--- config.mk ---
export PLATFORM = sky130hd
export DESIGN_NAME = sa_skew_feeder
export DESIGN_NICKNAME = d
export VERILOG_FILES = /design/src/rtl/sa_skew_feeder.sv
export SDC_FILE = /design/constraint.sdc
export NUM_CORES = 1
export LEC_CHECK = 0
export ABC_AREA = 1
export BUFFER_PORTS_ARGS = -buffer_cell sky130_fd_sc_hd__buf_2
export CAP_MARGIN = 20
export CORE_UTILIZATION = 56
export CTS_CLUSTER_DIAMETER = 200
export CTS_CLUSTER_SIZE = 25
export DETAILED_ROUTE_END_ITERATION = 10
export PLACE_DENSITY_LB_ADDON = 0.15
export SLEW_MARGIN = 20
export SYNTH_ARGS = -nofsm -noshare
export SYNTH_HDL_FRONTEND = slang
export SYNTH_SLANG_ARGS = --single-unit
--- constraint.sdc ---
create_clock -name clk -period 3.04 [get_ports clk]
set_input_delay 0.152 -clock clk [delete_from_list [all_inputs] [get_ports clk]]
set_output_delay 0.152 -clock clk [all_outputs]
set_load 0.02 [all_outputs]
--- src/rtl/sa_skew_feeder.sv ---
// sa_skew_feeder: operand feeder for an N x N output-stationary systolic array.
// Buffers one A and one B matrix (loaded element by element), then on start
// drives the diagonally skewed wavefront onto the array edges, flushes with
// zeros for DRAIN_CYC cycles and pulses done.
//
// Ports:
//   clk, rst      rising-edge clock, synchronous active-high reset
//   wr_en/wr_sel  buffer write strobe and select (0 = A, 1 = B), IDLE only
//   wr_addr       element index row*N + col
//   wr_data       signed element value
//   start         begin a feed sequence (sampled only in IDLE)
//   busy          high in FEED and DRAIN
//   feed_valid    high while the lanes carry skewed data
//   a_lanes       lane i feeds a_in of array row i
//   b_lanes       lane j feeds b_in of array column j
//   done          one-cycle completion pulse
module sa_skew_feeder #(
    parameter int unsigned N         = 4,
    parameter int unsigned DW        = 16,
    parameter int unsigned DRAIN_CYC = 4
) (
    input  logic                      clk,
    input  logic                      rst,
    input  logic                      wr_en,
    input  logic                      wr_sel,
    input  logic [2*$clog2(N)-1:0]    wr_addr,
    input  logic [DW-1:0]             wr_data,
    input  logic                      start,
    output logic                      busy,
    output logic                      feed_valid,
    output logic [N*DW-1:0]           a_lanes,
    output logic [N*DW-1:0]           b_lanes,
    output logic                      done
);

    localparam int unsigned AW        = 2 * $clog2(N);
    localparam int unsigned TW        = $clog2(2 * N + DRAIN_CYC);
    localparam int unsigned FEED_LAST = 2 * N - 2;

    typedef enum logic [1:0] {
        IDLE,
        FEED,
        DRAIN,
        DONE
    } state_t;

    state_t          state;
    state_t          state_nxt;
    logic [TW-1:0]   t;
    logic [TW-1:0]   t_nxt;
    logic [DW-1:0]   a_buf [N*N];
    logic [DW-1:0]   b_buf [N*N];
    logic [N*DW-1:0] a_nxt;
    logic [N*DW-1:0] b_nxt;

    // Next state; t counts feed beats in FEED and flush cycles in DRAIN.
    always_comb begin
        state_nxt = state;
        t_nxt     = t;
        case (state)
            IDLE: begin
                if (start) begin
                    state_nxt = FEED;
                    t_nxt     = '0;
                end
            end
            FEED: begin
                if (t == TW'(FEED_LAST)) begin
                    state_nxt = DRAIN;
                    t_nxt     = '0;
                end else begin
                    t_nxt = t + TW'(1);
                end
            end
            DRAIN: begin
                if (t == TW'(DRAIN_CYC - 1)) begin
                    state_nxt = DONE;
                    t_nxt     = '0;
                end else begin
                    t_nxt = t + TW'(1);
                end
            end
            DONE:    state_nxt = IDLE;
            default: state_nxt = IDLE;
        endcase
    end

    // Skewed lane values for the beat about to be registered:
    // lane i carries A[i][t-i] and B[t-i][i] inside the diagonal window.
    always_comb begin
        a_nxt = '0;
        b_nxt = '0;
        if (state_nxt == FEED) begin
            for (int i = 0; i < int'(N); i++) begin
                if ((int'(t_nxt) >= i) && ((int'(t_nxt) - i) < int'(N))) begin
                    a_nxt[i*DW +: DW] = a_buf[AW'(i * int'(N) + int'(t_nxt) - i)];
                    b_nxt[i*DW +: DW] = b_buf[AW'((int'(t_nxt) - i) * int'(N) + i)];
                end
            end
        end
    end

    // State, beat counter and registered outputs (outputs follow next state).
    always_ff @(posedge clk) begin
        if (rst) begin
            state      <= IDLE;
            t          <= '0;
            busy       <= 1'b0;
            feed_valid <= 1'b0;
            done       <= 1'b0;
            a_lanes    <= '0;
            b_lanes    <= '0;
        end else begin
            state      <= state_nxt;
            t          <= t_nxt;
            busy       <= (state_nxt == FEED) || (state_nxt == DRAIN);
            feed_valid <= (state_nxt == FEED);
            done       <= (state_nxt == DONE);
            a_lanes    <= a_nxt;
            b_lanes    <= b_nxt;
        end
    end

    // Operand buffers; start in the same cycle takes priority over a write.
    always_ff @(posedge clk) begin
        if (rst) begin
            for (int k = 0; k < int'(N * N); k++) begin
                a_buf[k] <= '0;
                b_buf[k] <= '0;
            end
        end else if ((state == IDLE) && wr_en && !start) begin
            if (wr_sel) begin
                b_buf[wr_addr] <= wr_data;
            end else begin
                a_buf[wr_addr] <= wr_data;
            end
        end
    end

endmodule

==> summary.txt, run 1 <==
STA
  • Slew HR: 35.4%
  • Tmin final: 2.91 ns
  • Final setup fails: 0
  • Final Cycle Share: 95.6%
  • Fin. Hold Viols: 0
  • Max Slew Vio Count: 0
  • Clock skew: 0.0165 ns
  • Tightest Pin Transition: 0.967 ns
  • Hold WS: 0.0147 ns
  • Upper clock frequency limit: 344 MHz

Logic synthesis
  • Area contributors post-synth: edfxtp_1 49%, nor2_1 11%, nand2_1 9.7%
  • Mapped Nets: 3757
  • Synth Cell Area: 31300 sq um
  • Dominant synthesized flop cell: edfxtp_1
  • Gate count of the mapped netlist: 3719
  • Library cells used by synthesis: 30
  • Top cell type's share of synthesized area: 49.1%
  • Syn_area_per_cell: 8.41 sq um
  • Number of flops mapped to enable cells by yosys: 512
  • Fraction of registers with async set/reset: 0%
  • Number of synthesized register bits: 649
  • Cell taking the most area after synthesis: edfxtp_1
  • Yosys warning total: 0
  • Register area share after synthesis: 57.9%

Pwr
  • Switch share: 29.3%
  • Clock Power Share: 25.6%
  • Static Leakage: 14.6 nW
  • Worst VDD drop: 0.000447 V
  • Internal power: 12.7 mW
  • Pwr dens: 524 nW/um^2
  • Seq pwr share: 55.8%
  • Part of the power in combinational logic: 18.6%
  • Psw: 5.26 mW

Final layout
  • Area Overhead vs Synth: 9.46%
  • Cell area after layout: 34300 sq um
  • Share of layout cells above drive strength 1: 9.56%
  • Nets@finish: 3801

Drt
  • Vias per std cell: 5.99
  • Residual DRC count: 0
  • Final Routed Wirelength: 103 mm
  • DR WL/cell: 22.8 microns
  • DRT iter0 DRCs: 3742
  • DRT antenna net count: 0
  • Vias: 27200
  • DRT Pass-1 Iters: 9

Placed design
  • GP Congestion: 0.947
  • Post-placement cell area: 33200 sq um
  • Hpwl dp: 63.8 mm
  • # port buffers: 155

Setup path
  • Critical path, cell by cell: inv_1, ha_1, nand3_1, nand2_1, nand2_2, nand2_1, nand2_4, inv_4, buf_16, nand2_1, nand2_1, nand2_1, nor2_4, buf_12, nand3_1, nor2_1
  • R2r startpoint: t[0]$_SDFF_PP0_
  • Crit-path max FO: 109
  • CP Data Required Time: 3.61 ns
  • FF-to-FF path depth: 16
  • R2r setup slk: 0.13 ns
  • CP Capture Type: register
  • Reg-to-reg endpoint: a_lanes[34]$_SDFF_PP0_
  • Kind of critical path: reg2reg
  • Worst setup SP type: register
  • CP dominant cell by count: nand2_1
  • Capture point of the worst path: a_lanes[34]$_SDFF_PP0_
  • Max stage delay on crit path: 0.44 ns
  • CP max stage cell: buf_16
  • Worst EP arrival: 3.48 ns
  • Crit. Startpoint: t[0]$_SDFF_PP0_

Clock tree
  • CTS max path bufs: 3
  • Root Driver: clkbuf_16
  • CTS tree: built
  • Sink Count: 649
  • Number of buffers created by CTS: 29
  • Worst-Skew Late Latency: 0.63 ns
  • Worst-path clk slew: 0.11 ns
  • H-tree levels: 1

Die
  • Initial Util: 56.7%
  • Top-Level Pins: 156
  • Core area: 55200 sq um
  • Chip Width: 238 microns
  • DIE HEIGHT: 238 microns
  • Rows: 86
  • Die ar.: 56800 sq um

GRT
  • Initial antenna violation count: 1
  • First-pass GRT wire length: 153 mm
  • GR Util All Layers: 35.8%
  • Vias in the first global route: 25300
  • Grt total ovfl: 0
  • Largest net degree at the start of global routing: 141

Status
  • Status: complete, no violations

Worst hold path
  • Hold Path Class: in2reg

Job
  • Max Cap Viol: 0
## flip-flops by register name, indices dropped and copies added (netlist names)
signal      cells
b_lanes        64
b_buf         256
busy            1
t               4
a_lanes        64
feed_valid      1
done            1
state           2
a_buf         256
## per-layer routing
layer  GRT usage, %  share of wire [%]  vias up  routed length [microns]
li1               -                  -    12400                        -
met1           48.4                 38    12800                    39100
met2           57.6                 46     1669                    47700
met3           4.65                 11      295                    11000
met4           16.9                5.3        0                     5430
met5              0                  0        -                        0
## per-stage QoR
step                      TNS [ns]  total power, mW  util (%)  std cells  worst slack [ns]
after floorplan            -0.0667             12.2         -       3719          -0.00976
after global placement           0             13.4      60.2       4474             0.145
after detailed placement         0             13.4      60.2       4474            0.0681
after CTS                        0             17.8      61.7       4529            0.0162
after global routing      -0.00122             18.5      62.0       4535          -0.00122
final                            0             17.9      62.0       4535             0.134
## kinds of logic (layout without fill, tap and decap cells)
family | Yosys count | after routing | share of synthesized area (%)
DFF | 649 | 649 | 57.9
AOI/OAI and AO/OA | 280 | 280 | 4.57
xor gates and xnor gates | 1 | 1 | 0.0520
muxes | 9 | 9 | 0.288
buffers and inverters | 434 | 501 | 5.63
and+or+nand+nor | 2333 | 2333 | 31.0
other | 0 | 1 | 0
adders and majority gates | 13 | 13 | 0.520
## layout make-up
class	count	area, sq um
sequential	649	18100
clock buffer	52	812
fill	4765	20900
antenna	1	2.50
clock inverter	2	12.5
inverter	145	557
multi-input combinational	2636	11500
timing repair buffer	302	2310
tap	748	936
## critical path: cells and delay by family, from the launching register on
family / cells / cell delay (ns)
buffers and inverters: 4 / 0.93
DFF: 1 / 0.39
and+or+nand+nor: 11 / 1.30
adders and majority gates: 1 / 0.18
## what timing repair did
item                       4_1_cts  5_1_grt
hold buffers                     1        0
resized for setup                0       17
setup endpoints to repair        0       86
buffers inserted                 0        2
hold endpoints to repair         8        0
## Yosys cell counts, types with 9 or more instances
cell type and count:
nor2_1 944, dfxtp_1 137, buf_2 68, o22ai_1 16, mux2i_1 9, ha_1 13, a21oi_1 57, o21ai_0 204
edfxtp_1 512, nand3_1 414, inv_1 136, and2_1 24, nand4_1 127, buf_1 40, clkbuf_1 171, nand2_1 811
## power groups by stage
stage               clock network [mW]  logic (mW)  registers [mW]
finish                            4.59        3.33            10.0
global route                      4.88        3.59            10.0
CTS                               4.59        3.21            10.0
detailed placement                   0        3.20            10.2
global placement                     0        3.15            10.2
floorplan                            0        1.96            10.3
## cells in the final DEF, fill, tap and decap left out, drive strengths merged
master,instances
ha,13
o22ai,16
nand4,127
o21a,1
dfxtp,137
inv,144
clkinv,3
o21ai,204
diode,1
nor2,946
nand3,415
a21oi,57
dlygate4sd3,1
clkbuf,55
nand2,817
buf,298
and2,24
edfxtp,512
nor3b,1
o211ai,2
nor3,3
xnor2,1
mux2i,9
## worst min path at each step
| stage | from | end | slack (ns) | cells after the start |
|---|---|---|---|---|
| 2_1_floorplan | rst | busy$_SDFF_PP0_ | 0.40 | 2 |
| 3_3_place_gp | rst | busy$_SDFF_PP0_ | 0.44 | 2 |
| 3_5_place_dp | rst | busy$_SDFF_PP0_ | 0.44 | 2 |
| 4_1_cts | start | state[0]$_SDFF_PP0_ | 0.11 | 6 |
| 5_1_grt | wr_data[9] | b_buf[1][9]$_SDFFCE_PN0P_ | 0.01 | 3 |
| 6_report | wr_data[9] | b_buf[0][9]$_SDFFCE_PN0P_ | 0.01 | 3 |
Note: power is estimated with default switching activity, not from simulation.
==> inputs of run 2 (changes only) <==
--- a/config.mk
+++ b/config.mk
@@ -8,10 +8,11 @@
 export ABC_AREA = 1
 export BUFFER_PORTS_ARGS = -buffer_cell sky130_fd_sc_hd__buf_2
 export CAP_MARGIN = 20
-export CORE_UTILIZATION = 56
+export CORE_UTILIZATION = 60
 export CTS_CLUSTER_DIAMETER = 200
 export CTS_CLUSTER_SIZE = 25
 export DETAILED_ROUTE_END_ITERATION = 10
+export HOLD_SLACK_MARGIN = 0.02
 export PLACE_DENSITY_LB_ADDON = 0.15
 export SLEW_MARGIN = 20
 export SYNTH_ARGS = -nofsm -noshare
==> constraint.sdc (replaced) <==
create_clock -name clk -period 3.27 [get_ports clk]
set_input_delay 0.1635 -clock clk [delete_from_list [all_inputs] [get_ports clk]]
set_output_delay 0.1635 -clock clk [all_outputs]
set_load 0.02 [all_outputs]
==> run 2 against run 1 <==
Net effect: hold slack better by 0.11 ns; first-iteration DRC count is 0.27% higher; power is 7.4% lower; non-clock buffer count is 29 lower; global-route usage is 2.8 points higher; sequential power is 7% lower; wire length is 0.34% higher; critical path type unchanged; largest cell class unchanged.
==> summary.txt, run 2 (synthesis results as in run 1) <==
Clock tree
  • Worst-path clk slew: 0.11 ns
  • Number of buffers created by CTS: 29
  • Root Driver: clkbuf_16
  • H-tree levels: 1
  • Sink Count: 649
  • CTS tree: built
  • CTS max path bufs: 3
  • Worst-Skew Late Latency: 0.64 ns

Die
  • Die ar.: 53100 sq um
  • Top-Level Pins: 156
  • Chip Width: 230 microns
  • DIE HEIGHT: 230 microns
  • Core area: 51400 sq um
  • Initial Util: 60.9%
  • Rows: 83

Setup path
  • Critical path, cell by cell: inv_1, ha_1, nand3_1, nand2_1, nand2_2, nand2_1, nand2_4, clkinv_2, ha_1, nand3_1, nand4_1, nand2_1, inv_1, nor2_4, buf_4, nand2_1, nor2_1
  • CP delay by family, top: simple AND/OR/NAND/NOR gates
  • R2r setup slk: 0.14 ns
  • CP max stage cell: dfxtp_2
  • Crit-path max FO: 11
  • Max stage delay on crit path: 0.40 ns
  • CP bufs+invs: 4
  • Worst setup SP type: register
  • Worst EP arrival: 3.66 ns
  • Kind of critical path: reg2reg
  • CP Data Required Time: 3.79 ns
  • CP dominant cell by count: nand2_1
  • CP Capture Type: register

Drt
  • Residual DRC count: 0
  • Vias: 27300
  • Vias per std cell: 6.16
  • DRT antenna net count: 0
  • DR WL/cell: 23.3 microns
  • DRT iter0 DRCs: 3752
  • Final Routed Wirelength: 104 mm
  • DRT Pass-1 Iters: 6

STA
  • Fin Setup TNS: 0 ns
  • Final Cycle Share: 95.8%
  • Max Slew Vio Count: 0
  • Final setup fails: 0
  • Clock skew: 0.0226 ns
  • Setup WS post-layout: 0.136 ns
  • Slew HR: 29.0%
  • Tmin final: 3.13 ns
  • Tightest Pin Transition: 1.06 ns
  • Fin. Hold Viols: 0
  • Upper clock frequency limit: 319 MHz
  • RSZ-0062 raised after global routing: false

GRT
  • Vias in the first global route: 25500
  • Largest net degree at the start of global routing: 130
  • Initial antenna violation count: 4
  • GR Util All Layers: 38.6%
  • First-pass GRT wire length: 154 mm
  • Grt total ovfl: 0

Pwr
  • Psw: 4.90 mW
  • Worst VDD drop: 0.000482 V
  • Internal power: 11.7 mW
  • Seq pwr share: 56.0%
  • Switch share: 29.5%
  • Static Leakage: 14.4 nW
  • Pwr dens: 493 nW/um^2
  • Clock Power Share: 25.6%
  • Part of the power in combinational logic: 18.4%

Final layout
  • Area Overhead vs Synth: 7.79%
  • Share of layout cells above drive strength 1: 8.79%
  • Nets@finish: 3772
  • Biggest regs: a_buf (256), b_buf (256)
  • Most common cell after layout, fill and taps aside: nor2_1
  • Most frequent cells in the layout: 944 x nor2_1, 810 x nand2_1, 512 x edfxtp_1

Worst hold path
  • Hold Path Class: in2reg

Placed design
  • Hpwl dp: 64.7 mm
  • Pre-CTS setup slack: 0.0496 ns
  • # port buffers: 155
  • GP Congestion: 0.971

Job
  • Max Cap Viol: 0

Status
  • Status: complete, no violations
run 2: changes by cell type in the layout (fill, tap and decap cells not counted), sizes merged:
cell / delta
inv: -4
clkinv: +2
diode: +2
clkbuf: -2
buf: -26
run 2: repair_timing:
| action | CTS | global route |
|---|---|---|
| endpoints found under the hold margin | 8 | 0 |
| pin swaps | 1 | 3 |
| buffers inserted | 1 | 0 |
| gates cloned | 0 | 0 |
| endpoints found under the setup margin | 1 | 46 |
| gates resized for setup | 0 | 7 |
| hold buffers | 1 | 0 |
run 2: path summary, 6_finish.rpt:
kind	to	start	cells past startpoint
max	a_lanes[30]$_SDFF_PP0_	t[0]$_SDFF_PP0_	17
min	state[0]$_SDFF_PP0_	start	5
max reg2reg	a_lanes[30]$_SDFF_PP0_	t[0]$_SDFF_PP0_	17
min reg2reg	b_lanes[45]$_SDFF_PP0_	b_buf[10][13]$_SDFFCE_PN0P_	2
run 2: power groups by stage:
stage	Sequential (mW)	Clock [mW]	Combinational (mW)
floorplan	9.54	0	1.82
global placement	9.48	0	2.92
detailed placement	9.49	0	2.96
CTS	9.30	4.25	2.98
global route	9.34	4.50	3.28
finish	9.31	4.26	3.05
run 2: worst register-to-register path: cells and delay by family (launching register included):
kind	cells	cell delay, ns
and+or+nand+nor	11	1.52
adders and majority gates	2	0.49
DFF	1	0.40
buffers and inverters	4	0.59
run 2: area by class of cell:
class,instances,area (sq um)
multi-input cells,2636,11500
diodes,3,7.51
well taps,680,851
repair buffers,273,1900
fillers,4390,17700
flip-flops and latches,649,18100
clock buffers,53,816
inverters,145,563
run 2: routing by layer:
layer | part of all wire [%] | track usage [%] | wire length, microns | vias to the layer above
met5 | 0.013 | 0 | 13 | -
met4 | 5.3 | 18.4 | 5520 | 2
met3 | 12 | 7.02 | 12000 | 305
met2 | 46 | 61.8 | 47900 | 1775
met1 | 37 | 51.2 | 38200 | 12900
li1 | - | - | - | 12300
run 2: stage by stage:
step / std cells / power (mW) / utilization, % / instance area (sq um) / hold slack [ns]
after floorplan: 3719 / 11.4 / - / 31300 / 0.407
after global routing: 4438 / 17.1 / 65.6 / 33700 / 0.136
after global placement: 4381 / 12.4 / 63.9 / 32900 / 0.461
after detailed placement: 4381 / 12.5 / 63.9 / 32900 / 0.465
final: 4439 / 16.6 / 65.6 / 33700 / 0.129
after CTS: 4436 / 16.5 / 65.6 / 33700 / 0.109
